`config.mk`:
```
export PLATFORM = sky130hd
export DESIGN_NAME = rate_gen
export DESIGN_NICKNAME = d
export VERILOG_FILES = /design/src/rtl/rate_gen_pkg.sv /design/src/rtl/rate_gen_ch.sv /design/src/rtl/rate_gen.sv
export SDC_FILE = /design/constraint.sdc
export NUM_CORES = 1
export LEC_CHECK = 0
export CAP_MARGIN = 20
export CORE_MARGIN = 8
export CORE_UTILIZATION = 30
export DETAILED_ROUTE_END_ITERATION = 10
export SYNTH_ARGS = -nofsm -noshare
export SYNTH_HDL_FRONTEND = slang
export SYNTH_SLANG_ARGS = --single-unit
export TNS_END_PERCENT = 30
```
`constraint.sdc`:
```
create_clock -name clk -period 7.6 [get_ports clk]
set_input_delay 0.76 -clock clk [delete_from_list [all_inputs] [get_ports clk]]
set_output_delay 0.76 -clock clk [all_outputs]
set_load 0.01 [all_outputs]
```
`src/rtl/rate_gen_pkg.sv`:
```
// -----------------------------------------------------------------------------
// rate_gen_pkg
// Shared definitions for the rate generator: the channel mode encoding, the
// smallest period a channel will run at, and the default top-level parameter
// values.
// -----------------------------------------------------------------------------
package rate_gen_pkg;

  // Channel behaviour after a completed period.
  typedef enum logic {
    MODE_PERIODIC = 1'b0,  // wrap and keep counting
    MODE_ONESHOT  = 1'b1   // fire once, then park with done high
  } mode_e;

  // Periods of 0 or 1 cannot produce a distinct tick/square wave, so any
  // requested value below this is stored as this value.
  localparam int MIN_PERIOD = 2;

  // Default top-level parameter values.
  localparam int DEF_N_CH       = 2;
  localparam int DEF_CNT_W      = 27;
  localparam int DEF_DEF_PERIOD = 100000000;

endpackage : rate_gen_pkg

```
`src/rtl/rate_gen_ch.sv`:
```
// -----------------------------------------------------------------------------
// rate_gen_ch
// One independent tick channel. It counts 0..P-1 while enabled and emits a
// one-cycle tick after every wrap, plus a square wave that is high for the
// upper half of the count. New period/mode values are staged in a shadow
// register and applied only at a clean boundary, so a running period is never
// cut short or stretched.
//
// Ports
//   clk        in   system clock, rising edge
//   rst        in   synchronous active-high reset
//   en         in   run enable
//   ld_we      in   accepted load for this channel (already qualified upstream)
//   ld_period  in   requested period in clk cycles
//   ld_mode    in   requested mode (0 periodic, 1 one-shot)
//   pending    out  a staged load is waiting to be applied
//   tick       out  one-cycle pulse after each completed period
//   sq         out  square wave at the active period
//   done       out  one-shot channel has fired and stopped
// -----------------------------------------------------------------------------
module rate_gen_ch
  import rate_gen_pkg::*;
#(
  parameter int CNT_W      = DEF_CNT_W,
  parameter int DEF_PERIOD = DEF_DEF_PERIOD
) (
  input  logic             clk,
  input  logic             rst,
  input  logic             en,
  input  logic             ld_we,
  input  logic [CNT_W-1:0] ld_period,
  input  logic             ld_mode,
  output logic             pending,
  output logic             tick,
  output logic             sq,
  output logic             done
);

  localparam logic [CNT_W-1:0] RST_PERIOD = CNT_W'(DEF_PERIOD);
  localparam logic [CNT_W-1:0] MIN_P      = CNT_W'(MIN_PERIOD);

  // Active state
  logic [CNT_W-1:0] r_cnt;
  logic [CNT_W-1:0] r_period;
  mode_e            r_mode;
  logic             r_done;

  // Staged load
  logic [CNT_W-1:0] r_shadow_period;
  mode_e            r_shadow_mode;
  logic             r_pending;

  // Registered outputs
  logic             r_tick;
  logic             r_sq;

  // Next-state values of the active state
  logic [CNT_W-1:0] w_cnt_next;
  logic [CNT_W-1:0] w_period_next;
  mode_e            w_mode_next;
  logic             w_done_next;

  logic             w_run;
  logic             w_last;
  logic             w_wrap;
  logic             w_apply;
  logic [CNT_W-1:0] w_ld_period_clamped;

  assign w_ld_period_clamped = (ld_period < MIN_P) ? MIN_P : ld_period;

  // A parked one-shot channel does not count even when enabled.
  assign w_run  = en & ~r_done;
  assign w_last = (r_cnt == (r_period - CNT_W'(1)));
  assign w_wrap = w_run & w_last;

  // The staged load only takes effect at a boundary that was reached after it
  // was accepted: r_pending is the pre-edge value, so a load accepted on a
  // wrap edge waits for the next boundary.
  assign w_apply = r_pending & (w_wrap | ~en | r_done);

  always_comb begin
    w_cnt_next    = r_cnt;
    w_period_next = r_period;
    w_mode_next   = r_mode;
    w_done_next   = r_done;

    if (w_run) begin
      w_cnt_next = w_last ? '0 : (r_cnt + CNT_W'(1));
    end

    if (w_wrap && (r_mode == MODE_ONESHOT)) begin
      w_done_next = 1'b1;
    end

    // Switchover restarts the new period from zero and releases a parked
    // one-shot channel.
    if (w_apply) begin
      w_cnt_next    = '0;
      w_period_next = r_shadow_period;
      w_mode_next   = r_shadow_mode;
      w_done_next   = 1'b0;
    end
  end

  always_ff @(posedge clk) begin
    if (rst) begin
      r_cnt           <= '0;
      r_period        <= RST_PERIOD;
      r_mode          <= MODE_PERIODIC;
      r_done          <= 1'b0;
      r_shadow_period <= RST_PERIOD;
      r_shadow_mode   <= MODE_PERIODIC;
      r_pending       <= 1'b0;
      r_tick          <= 1'b0;
      r_sq            <= 1'b0;
    end else begin
      r_cnt    <= w_cnt_next;
      r_period <= w_period_next;
      r_mode   <= w_mode_next;
      r_done   <= w_done_next;
      // The wrap edge still produces its tick even when a load switches over
      // on that same edge: the outgoing period did complete.
      r_tick   <= w_wrap;
      // Square wave tracks the count that will be held in r_cnt this cycle;
      // P>>1 puts the extra cycle of an odd period in the high phase.
      r_sq     <= (w_cnt_next >= (w_period_next >> 1));

      // Accept and apply are mutually exclusive: the load port is only ready
      // while nothing is pending.
      if (ld_we) begin
        r_shadow_period <= w_ld_period_clamped;
        r_shadow_mode   <= mode_e'(ld_mode);
        r_pending       <= 1'b1;
      end else if (w_apply) begin
        r_pending <= 1'b0;
      end
    end
  end

  assign pending = r_pending;
  assign tick    = r_tick;
  assign sq      = r_sq;
  assign done    = r_done;

endmodule : rate_gen_ch

```
`src/rtl/rate_gen.sv`:
```
// -----------------------------------------------------------------------------
// rate_gen
// Bank of N_CH independent programmable tick generators sharing one load port.
// Each channel produces a one-cycle tick per period, a square wave at that
// period and a done flag for one-shot operation.
//
// Ports
//   clk        in   system clock, rising edge
//   rst        in   synchronous active-high reset
//   en         in   [N_CH]  per-channel run enable
//   ld_valid   in   load request strobe
//   ld_ch      in   [LD_W]  target channel of the load
//   ld_period  in   [CNT_W] new period in clk cycles (0 and 1 run as 2)
//   ld_mode    in   0 periodic, 1 one-shot
//   ld_ready   out  load may be accepted this cycle
//   tick       out  [N_CH]  one-cycle pulse per completed period
//   sq         out  [N_CH]  square wave at the active period
//   done       out  [N_CH]  one-shot channel has fired and stopped
// -----------------------------------------------------------------------------
module rate_gen
  import rate_gen_pkg::*;
#(
  parameter  int N_CH       = DEF_N_CH,
  parameter  int CNT_W      = DEF_CNT_W,
  parameter  int DEF_PERIOD = DEF_DEF_PERIOD,
  localparam int LD_W       = (N_CH > 1) ? $clog2(N_CH) : 1
) (
  input  logic             clk,
  input  logic             rst,
  input  logic [N_CH-1:0]  en,
  input  logic             ld_valid,
  input  logic [LD_W-1:0]  ld_ch,
  input  logic [CNT_W-1:0] ld_period,
  input  logic             ld_mode,
  output logic             ld_ready,
  output logic [N_CH-1:0]  tick,
  output logic [N_CH-1:0]  sq,
  output logic [N_CH-1:0]  done
);

  localparam int N_SLOT = 2 ** LD_W;

  logic [N_CH-1:0]   w_pending;
  // Pending flags padded out to every encodable ld_ch value. Slots with no
  // channel behind them read as "not pending", which makes the port ready and
  // lets an out-of-range load be swallowed without touching any channel.
  logic [N_SLOT-1:0] w_pend_slot;

  genvar gi;

  generate
    for (gi = 0; gi < N_SLOT; gi++) begin : g_slot
      if (gi < N_CH) begin : g_real
        assign w_pend_slot[gi] = w_pending[gi];
      end else begin : g_empty
        assign w_pend_slot[gi] = 1'b0;
      end
    end
  endgenerate

  // Ready is forced high during reset; the channels ignore the load anyway.
  assign ld_ready = rst | ~w_pend_slot[ld_ch];

  generate
    for (gi = 0; gi < N_CH; gi++) begin : g_ch
      logic w_ld_we;

      assign w_ld_we = ld_valid & ~rst & (ld_ch == LD_W'(gi)) & ~w_pending[gi];

      rate_gen_ch #(
        .CNT_W      (CNT_W),
        .DEF_PERIOD (DEF_PERIOD)
      ) u_ch (
        .clk        (clk),
        .rst        (rst),
        .en         (en[gi]),
        .ld_we      (w_ld_we),
        .ld_period  (ld_period),
        .ld_mode    (ld_mode),
        .pending    (w_pending[gi]),
        .tick       (tick[gi]),
        .sq         (sq[gi]),
        .done       (done[gi])
      );
    end
  endgenerate

endmodule : rate_gen

```
==> results.toml <==
[worst_setup_path]
r2r_setup_slack_ns = 1.57
critPathKind = "flip-flop to flip-flop"
path_max_fanout = 30
r2r_end = "g_ch[1].u_ch.sq"
rr_startpoint = "g_ch[1].u_ch.r_period[2]"
worstPathRequired_ns = 7.92
reg2reg_depth = 19
start_kind = "flip-flop"
cp.arrival_ns = 6.35
worstSetupEndpointType = "flip-flop"

[sta]
grt_setup_unrepaired = "no"
period_needed_ns = 6.03
slew_violations = 0
worst_slack_ns = 1.57
hold_viol = 0
setup_viol = 0
tightest_slew_ns = 0.972
slew_headroom = 0.346
fin_skew_ns = 0.0116
post-route-period-util = 0.794
fmax_mhz = 166
fin_setup_tns_ns = 0

[yosys]
synth.most_common_cell = "dfxtp_1"
synth-edff-count = 0
yosys_warnings = 0
syn_area_per_cell_um2 = 8.28
synth_nets = 1358
synth-seq-cells = 174
synth.largest_area_cell = "dfxtp_1"
syn_area_um2 = 10500
synth.top_cell.area_share = 0.331
synth-main-ff-cell = "dfxtp_1"
seq_area_frac_synth = 0.331
synthCells = 1269
ys_types = 74
synth.cells.most_frequent = "174 x dfxtp_1, 168 x nand2_1, 132 x nor2_1"
netlist_top_cells_area = "dfxtp_1 33%, mux2i_1 7.7%, ha_1 6.5%"
synthArstFlopShare = 0

[clocking]
htree_levels = 4
cts-hold-fix-buffers = 0
cts_tree = "yes"
cts.path.max_buffers = 2
clk_pin_slew_ns = 0.07
cts_root_buffer = "clkbuf_16"
cts_sinks = 174
clock_latency_ns = 0.43
postCtsSetupBuffers = 0
cts-resized-gates = 0
cts_buffers = 17

[power]
p_switching_uw = 492
p_int_uw = 1500
power_density_nw_per_um2 = 169
clock_power_share = 0.439
power.total_uw = 1990
leakagePower_uw = 0.00481
combPwrFrac = 0.078
p_sw_frac = 0.248
pwr-share-seq = 0.483
peakVddDrop_uv = 161

[die]
start_util = 0.304
dieArea_um2 = 41300
die_h_um = 203
coreArea_um2 = 34500
die_w_um = 203
row_count = 68
num_io_pins = 41

[placed_design]
place_congestion = 0.876
post_dp_cell_area_um2 = 11200
port_buffers = 40
hpwl_mm = 22.6
place_ws_ns = 1.66

[global_routing]
grt_use_total = 0.143
antenna_found_initial = 6
grt_max_degree = 82
grt_pass1_wl_mm = 47.7
grt_pass1_vias = 8644
grt_overflow = 0

[finish]
drive_gt1_frac = 0.0495
fin_nets = 1352
areaGrowthSynthToFinish_pct = 11.6
fin_area_um2 = 11700

[detailed_routing]
num_vias = 9013
drt-initial-drc-count = 695
drt_drc_violations_left = 0
dr_wl_met3_mm = 1.73
drtAntennaViolNets = 0
top_signal_layer_used = "met5"
wl_per_cell_um = 17.1
wl_met2_mm = 12.9
vias_per_cell = 5.21
wl_met1_mm = 14.3
routed_wirelength_mm = 29.5
first_pass_iters = 5

[outcome]
status = "finished clean"

[hold_path]
min_path_cells = 2
worstHoldStart = "g_ch[0].u_ch.r_shadow_period[5]"
hold_class = "flip-flop to flip-flop"
hold_end = "g_ch[0].u_ch.r_shadow_period[5]"

[job]
max_cap_viol_count = 0
[how the worst max path moves through the flow]
| stage | slack [ns] | to | cells past startpoint | start |
|---|---|---|---|---|
| after global routing | 1.18 | g_ch[0].u_ch.sq | 20 | g_ch[0].u_ch.r_period[0] |
| after global placement | 1.80 | g_ch[1].u_ch.sq | 19 | g_ch[1].u_ch.r_period[2] |
| final | 1.57 | g_ch[1].u_ch.sq | 19 | g_ch[1].u_ch.r_period[2] |
| after detailed placement | 1.66 | g_ch[1].u_ch.sq | 19 | g_ch[1].u_ch.r_period[2] |
| after floorplan | 2.73 | g_ch[1].u_ch.sq | 22 | g_ch[1].u_ch.r_period[13] |
| after CTS | 1.63 | g_ch[1].u_ch.sq | 19 | g_ch[1].u_ch.r_period[2] |
[sequential cells by signal (all words and copies together) (netlist names)]
signal                     flops
g_ch.u_ch.pending              2
g_ch.u_ch.sq                   2
g_ch.u_ch.r_period            54
g_ch.u_ch.r_mode               2
g_ch.u_ch.done                 2
g_ch.u_ch.r_cnt               54
g_ch.u_ch.r_shadow_period     54
g_ch.u_ch.tick                 2
g_ch.u_ch.r_shadow_mode        2
[routing by layer]
metal | global-route usage | vias up
met3 | 0.0349 | 39
met5 | 0 | -
li1 | - | 4491
met1 | 0.196 | 4291
met2 | 0.220 | 182
met4 | 0.0399 | 10
[kinds of logic (layout without fill, tap and decap cells)]
kind of cell | count (synthesis) | in the layout | share of synthesized area
AOI/OAI and AO/OA | 182 | 182 | 0.116
xor gates and xnor gates | 121 | 121 | 0.101
adders and majority gates | 55 | 55 | 0.0655
buffers and inverters | 90 | 95 | 0.0449
DFF | 174 | 174 | 0.331
muxes | 84 | 84 | 0.0804
other | 0 | 1 | 0
and+or+nand+nor | 563 | 563 | 0.261
[power by group through the flow]
stage               registers, µW  clock network, µW  logic (µW)
floorplan                     970                  0         104
global placement              980                  0         151
detailed placement            981                  0         153
CTS                           960                885         153
global route                  963                927         170
finish                        960                873         155
[critical path, stage by stage, from the launching register on]
cell and delay (ns):
dfxtp_1 0.39, nor4_2 0.63, nand4_1 0.38, or4_1 0.56, mux2_1 0.34, mux2i_1 0.14, o22ai_1 0.24, nand2_2 0.17
a21bo_4 0.52, buf_4 0.50, mux2i_1 0.25, ha_1 0.27, nand3_1 0.11, a21oi_1 0.06, o31a_1 0.28, o211ai_1 0.15
a21oi_1 0.09, a211oi_1 0.32, o41ai_1 0.14, a311o_1 0.35
[cell usage in the layout (no fill, tap or decap), types with 6 or more instances in the layout]
cell type / Yosys / final
a211oi_1: 7 / 7
a21o_1: 13 / 13
a21oi_1: 28 / 28
and2_1: 8 / 8
and3_1: 17 / 17
and4_1: 9 / 9
buf_4: 11 / 10
clkbuf_16: 0 / 17
clkdlybuf4s50_1: 0 / 39
dfxtp_1: 174 / 174
ha_1: 55 / 55
inv_1: 16 / 15
mux2i_1: 81 / 81
nand2_1: 168 / 168
nand2b_1: 10 / 10
nand3_1: 39 / 39
nand3b_1: 9 / 9
nand4_1: 28 / 28
nor2_1: 132 / 132
nor2b_1: 15 / 15
nor3_1: 74 / 73
nor4_1: 19 / 19
o211ai_1: 9 / 9
o21ai_0: 69 / 69
o31ai_1: 6 / 6
or4_1: 8 / 8
xnor2_1: 56 / 56
xor2_1: 65 / 65
[stage by stage]
step	cells	utilization	hold slack, ns
2_1_floorplan	1269	-	0.433
3_3_place_gp	1699	0.323	0.457
3_5_place_dp	1699	0.323	0.454
4_1_cts	1729	0.340	0.468
5_1_grt	1730	0.340	0.497
6_report	1730	0.340	0.465
[cell type report]
class	count	area, µm²
Timing Repair Buffer	49	465
Inverter	16	60.1
Clock buffer	21	460
Antenna cell	1	2.50
Clock inverter	9	113
Multi-Input combinational cell	1005	6580
Tap cell	455	569
Sequential cell	174	3480
Fill cell	3628	22800
No activity file was read; power rests on OpenSTA's default activity.
